File: src/rtl/pipe_hazard_ctrl.sv
`default_nettype none
// ============================================================================
// Module   : pipe_hazard_ctrl
// Purpose  : Central stall/flush sequencer for a 5-stage RISC-V pipeline.
//            Combines load-use hazard detection, taken-branch flushing and a
//            freeze state machine for the multi-cycle data-memory handshake,
//            with a timeout watchdog that latches a sticky fault.
// Ports    : clk, rst_n                  - clock, async active-low reset
//            idex_memRead, idex_rd       - load in EX and its destination
//            ifid_rs1/rs2(_used)         - ID sources and their use flags
//            ex_branch_taken             - EX resolved a taken branch/jump
//            mem_req, mem_ready          - data-memory handshake
//            pc_write .. memwb_write     - pipeline register enables
//            ifid_flush, idex_flush      - bubble insertion controls
//            mem_fault                   - sticky watchdog fault (registered)
//            stall_cycles, flush_count   - performance counters
// Config   : PIPE_HAZARD_PERF_EN - when defined, builds the performance
//            counters; otherwise both counter ports are tied to zero.
// Revision : 1.0 - initial release
// ============================================================================
module pipe_hazard_ctrl #(
  parameter int REG_W   = 5,
  parameter int TIMEOUT = 16,   // legal range 1..255
  parameter int CNT_W   = 32
) (
  input  logic             clk,
  input  logic             rst_n,
  input  logic             idex_memRead,
  input  logic [REG_W-1:0] idex_rd,
  input  logic [REG_W-1:0] ifid_rs1,
  input  logic [REG_W-1:0] ifid_rs2,
  input  logic             ifid_rs1_used,
  input  logic             ifid_rs2_used,
  input  logic             ex_branch_taken,
  input  logic             mem_req,
  input  logic             mem_ready,
  output logic             pc_write,
  output logic             ifid_write,
  output logic             idex_write,
  output logic             exmem_write,
  output logic             memwb_write,
  output logic             ifid_flush,
  output logic             idex_flush,
  output logic             mem_fault,
  output logic [CNT_W-1:0] stall_cycles,
  output logic [CNT_W-1:0] flush_count
);

  typedef enum logic [1:0] {
    ST_RUN   = 2'd0,
    ST_WAIT  = 2'd1,
    ST_FAULT = 2'd2
  } state_e;

  localparam logic [7:0] C_TIMEOUT = 8'(TIMEOUT);

  state_e     state_q;
  logic [7:0] wait_cnt_q;
  logic       mem_fault_q;

  logic       w_lu;
  logic       w_frz;
  logic       w_branch_apply;
  logic       w_lu_apply;

  // Load-use: x0 is hardwired zero and never a real dependency.
  assign w_lu = idex_memRead && (idex_rd != '0) &&
                ((ifid_rs1_used && (ifid_rs1 == idex_rd)) ||
                 (ifid_rs2_used && (ifid_rs2 == idex_rd)));

  always_comb begin
    w_frz = 1'b0;
    unique case (state_q)
      ST_RUN:   w_frz = mem_req && !mem_ready;
      ST_WAIT:  w_frz = !mem_ready;
      ST_FAULT: w_frz = 1'b1;
      default:  w_frz = 1'b1;
    endcase
  end

  // Freeze holds EX/ID, so a suppressed branch or load-use is simply
  // re-evaluated in the release cycle rather than needing to be remembered.
  assign w_branch_apply = !w_frz && ex_branch_taken;
  assign w_lu_apply     = !w_frz && !ex_branch_taken && w_lu;

  // Enables are forced low while reset is asserted so nothing advances.
  always_comb begin
    pc_write    = 1'b0;
    ifid_write  = 1'b0;
    idex_write  = 1'b0;
    exmem_write = 1'b0;
    memwb_write = 1'b0;
    ifid_flush  = 1'b0;
    idex_flush  = 1'b0;
    if (rst_n && !w_frz) begin
      idex_write  = 1'b1;
      exmem_write = 1'b1;
      memwb_write = 1'b1;
      pc_write    = !w_lu_apply;
      ifid_write  = !w_lu_apply;
      ifid_flush  = w_branch_apply;
      idex_flush  = w_branch_apply || w_lu_apply;
    end
  end

  always_ff @(posedge clk or negedge rst_n) begin
    if (!rst_n) begin
      state_q     <= ST_RUN;
      wait_cnt_q  <= 8'd0;
      mem_fault_q <= 1'b0;
    end else begin
      unique case (state_q)
        ST_RUN: begin
          if (mem_req && !mem_ready) begin
            state_q    <= ST_WAIT;
            wait_cnt_q <= 8'd1;
          end
        end
        ST_WAIT: begin
          if (mem_ready) begin
            state_q <= ST_RUN;
          end else if (wait_cnt_q == C_TIMEOUT) begin
            state_q     <= ST_FAULT;
            mem_fault_q <= 1'b1;
          end else begin
            wait_cnt_q <= wait_cnt_q + 8'd1;
          end
        end
        ST_FAULT: begin
          // Absorbing until reset; mem_ready is deliberately ignored.
          state_q     <= ST_FAULT;
          mem_fault_q <= 1'b1;
        end
        default: begin
          state_q     <= ST_RUN;
          wait_cnt_q  <= 8'd0;
          mem_fault_q <= 1'b0;
        end
      endcase
    end
  end

  assign mem_fault = mem_fault_q;

`ifdef PIPE_HAZARD_PERF_EN
  logic [CNT_W-1:0] stall_cycles_q;
  logic [CNT_W-1:0] flush_count_q;

  always_ff @(posedge clk or negedge rst_n) begin
    if (!rst_n) begin
      stall_cycles_q <= '0;
      flush_count_q  <= '0;
    end else begin
      if (w_frz || w_lu_apply) begin
        stall_cycles_q <= stall_cycles_q + CNT_W'(1);
      end
      if (w_branch_apply) begin
        flush_count_q <= flush_count_q + CNT_W'(1);
      end
    end
  end

  assign stall_cycles = stall_cycles_q;
  assign flush_count  = flush_count_q;
`else
  assign stall_cycles = '0;
  assign flush_count  = '0;
`endif

endmodule
`default_nettype wire

File: config.mk
export PLATFORM = sky130hd
export DESIGN_NAME = pipe_hazard_ctrl
export DESIGN_NICKNAME = d
export VERILOG_FILES = /design/src/rtl/pipe_hazard_ctrl.sv
export SDC_FILE = /design/constraint.sdc
export NUM_CORES = 1
export LEC_CHECK = 0
export ABC_CLOCK_PERIOD_IN_PS = 2500
export CELL_PAD_IN_SITES_DETAIL_PLACEMENT = 1
export CELL_PAD_IN_SITES_GLOBAL_PLACEMENT = 1
export CORE_MARGIN = 5
export CORE_UTILIZATION = 24
export CTS_CLUSTER_SIZE = 20
export DETAILED_ROUTE_END_ITERATION = 6
export PLACE_DENSITY_LB_ADDON = 0.1
export SLEW_MARGIN = 20
export SYNTH_ARGS = -nofsm -noshare
export SYNTH_HDL_FRONTEND = slang
export SYNTH_SLANG_ARGS = --single-unit
File: constraint.sdc
create_clock -name clk -period 2.5 [get_ports clk]
set_input_delay 0.25 -clock clk [delete_from_list [all_inputs] [get_ports clk]]
set_output_delay 0.25 -clock clk [all_outputs]
set_load 0.005 [all_outputs]
==> impl_summary.md <==
Status
The flow ran to the end, and the final reports show no timing, DRC or antenna violations.

Route
For this block, the routed nets add up to between 3000 and 4000 microns of wire. The detailed router put a total of 1244 microns of wire on met1. The per-cell via count in the routed design is 3.731.

Wire segments on met2 add up to 1679 microns in the final route. The pre-antenna-repair detailed-routing pass consisted of 4 iterations. The antenna violation net count after detailed routing is 0.

The count of unresolved DRC violations after routing is 0. The count of vias placed by the detailed router is 1000. In this run, the number of DRC markers left after iteration 0 of detailed routing was 25. The routed length on met3 is about 330 microns. In this run the top signal layer used is met4.

The per-cell routed wire length is about 12 microns.

Global route
The all-layer global routing usage is 0.08782. The first global-routing pass estimated 5078 microns of wire. The total overflow left after global routing is 0. Entering global routing, the biggest net connects 12 pins.

The number of antenna violations at the first check in global routing is 0. The number of global-route vias before repair was between 900 and 1000.

Timing
The final worst clock skew is 0.006405 ns. The top achievable clock speed is between 400 and 500 MHz. The shortest period the worst path allows is around 2.4 ns. Setup violations remaining at the end of the flow were counted as 0. Setup repair after global routing left no endpoint under its margin. In the finished design, the share of the clock period the worst path needs comes to 0.9549. The hold violation total from the final report came to 0. The count of final max-slew check failures is 0. The worst-case hold slack is 0.3819 ns. Setup total negative slack on the finished layout was measured at 0 ns.

Cells and area
At the end of the flow the core is filled with cells to 0.2897. The finished cells cover roughly 0.0016 sq mm. In the final layout, the share of cells above drive strength 1 is 0.09184. The repair_antennas step left the layout with diodes totalling 0. The net count of the finished layout is 225. The area added between synthesis and finish is 16.76%.

Place
Routability-driven placement finished with a final weighted congestion of roughly 0.76. The total of buffers placed on input and output ports is 30. In this run the cell area measured after placement is 0.001508 sq mm. The sum of net half-perimeters after detailed placement is 2758 microns.

Synth
The average cell area after synthesis is 8.434 sq um. The Yosys step of the flow raised 0 warnings. The flip-flop and latch count after synthesis is 11.

The share of the Yosys chip area taken by registers is 0.2015. The netlist area before placement is 0.001366 sq mm. The distinct cell type count after synthesis is 37. Counting every instance in the synthesized netlist gives between 150 and 200.

Setup path
The worst-path maximum fanout is 3. The worst setup path is launched from a primary input. The setup slack of the worst register-to-register path is between 0.4 and 0.5 ns. The worst register-to-register path begins at state_q[0]. The critical path start-end classification is primary input to output port. The required time at the worst-slack endpoint is 2.25 ns. The depth of the worst register-to-register path is 7. The arrival time of data at the critical path endpoint is approximately 2.1 ns. The worst register-to-register path ends at wait_cnt_q[7]. The kind of end point of the critical path is an output port.

Floorplan
The die covers around 0.0073 sq mm. The number of top-level design ports is 95. The die is 85.45 microns tall.

The area of the core region is roughly 0.0055 sq mm. The starting density of the core is 0.2481. Measured along the x axis, the die boundary spans 85.45 microns.

The number of core rows is 27.

Min path
In this run the worst hold path is classified as primary input to asynchronous set/reset pin.

Pwr
IR analysis of the VDD net gives a maximum drop of 0.2897 mV. The leakage dissipation is about 0.79 nW. The cell area power density is 586.1 mW/mm^2.

Job
The number of maximum-capacitance violations is 0.

Clock tree
No sink is reached through more buffers than the 2 on the longest clock path. For this design, the sink count on the clock tree is 11. Buffers inserted to repair hold after CTS numbered 0. After clock tree synthesis, the clock-pin slew on the worst setup and hold paths is 0.06 ns. In this run the number of H-tree levels came out at 1. The number of buffers inserted during clock tree synthesis is 3.

The clock root buffer master is clkbuf_8. The clock latency on the worst-skew pair is 0.25 ns. TritonCTS built the clock tree.
per-layer routing:
metal | up-vias | global-route usage
met5 | - | 0
met1 | 473 | 0.09791
met2 | 50 | 0.1561
met3 | 5 | 0.02524
met4 | 0 | 0.03453
li1 | 472 | -
critical path, cell delays in order:
cell and delay, ns:
clkdlybuf4s50_1 0.46, or4_1 0.56, o21ai_2 0.14, a21oi_2 0.06, a21boi_2 0.15, clkdlybuf4s50_1 0.52
worst max path at each step:
stage	startpoint	end	slack, ns	cells past startpoint
CTS	state_q[1]	ifid_write	0.01	6
detailed placement	idex_rd[3]	idex_flush	0.07	7
finish	idex_rd[1]	ifid_write	0.11	6
global placement	idex_rd[0]	idex_flush	0.06	7
global route	idex_rd[1]	pc_write	0.03	6
floorplan	state_q[0]	wait_cnt_q[7]	0.50	7
cell type report:
| type | instances | area (sq um) |
|---|---|---|
| repair buffers | 35 | 342.8 |
| multi-input cells | 139 | 815.8 |
| fillers | 695 | 3911 |
| inverters | 7 | 26.28 |
| flip-flops and latches | 11 | 275.3 |
| clock buffers | 4 | 45.04 |
| well taps | 72 | 90.09 |
placed cells by master (no fill, tap or decap), drive strengths merged, types with 5 or more instances in the layout:
cell type / Yosys / final
dfrtp: 11 / 11
nor2: 7 / 7
conb: 1 / 64
nand2: 7 / 7
inv: 7 / 7
ha: 5 / 5
buf: 68 / 5
xor2: 13 / 13
clkdlybuf4s50: 0 / 28
cell usage after synthesis (all sizes together):
cell type	number	share of area
a21boi	2	0.011
a21oi	4	0.015
a22o	1	0.0064
a31oi	1	0.0046
a32o	1	0.0073
and2	1	0.0046
and3	2	0.0092
buf	68	0.37
conb	1	0.0027
dfrtp	11	0.20
ha	5	0.046
inv	7	0.019
mux2	1	0.0082
mux2i	2	0.015
nand2	7	0.019
nand3	4	0.015
nand4	1	0.0046
nand4b	3	0.019
nor2	7	0.019
nor2b	2	0.015
nor3	1	0.0037
nor4	2	0.0092
nor4b	2	0.013
o21a	1	0.0055
o21ai	4	0.015
o221a	1	0.0082
o22ai	1	0.0092
or3	1	0.0046
or4	1	0.0055
or4b	2	0.017
xnor2	2	0.013
xor2	13	0.083
through the flow:
stage	setup WS, ns	total power, mW	instances
global placement	0.05931	0.7293	262
global route	0.02623	1.017	268
floorplan	0.4984	0.6147	225
CTS	0.01165	0.9417	266
detailed placement	0.06823	0.7395	262
finish	0.1128	0.9351	268
where the power goes:
group	switching, mW	total, mW	internal (mW)
sequential	0.0360	0.253	0.217
combinational	0.248	0.491	0.243
clock	0.0791	0.192	0.113
logic make-up after synthesis:
kind of cell             synth area share
AO/OA/AOI/OAI                     0.08151
multiplexers                      0.02289
buffers and inverters              0.3910
XOR/XNOR                          0.09616
AND/OR/NAND/NOR                    0.1584
flip-flops                         0.2015
adder cells (fa/ha/maj)           0.04579
other                            0.002745
state kept, by name, indices dropped and copies added (netlist names):
| name | cells |
|---|---|
| mem_fault | 1 |
| wait_cnt_q | 8 |
| state_q | 2 |
timing repair:
item / CTS / global route
resized for setup: 0 / 8
endpoints found under the setup margin: 0 / 4
buffers inserted: 0 / 2
No activity file was read; power rests on OpenSTA's default activity.
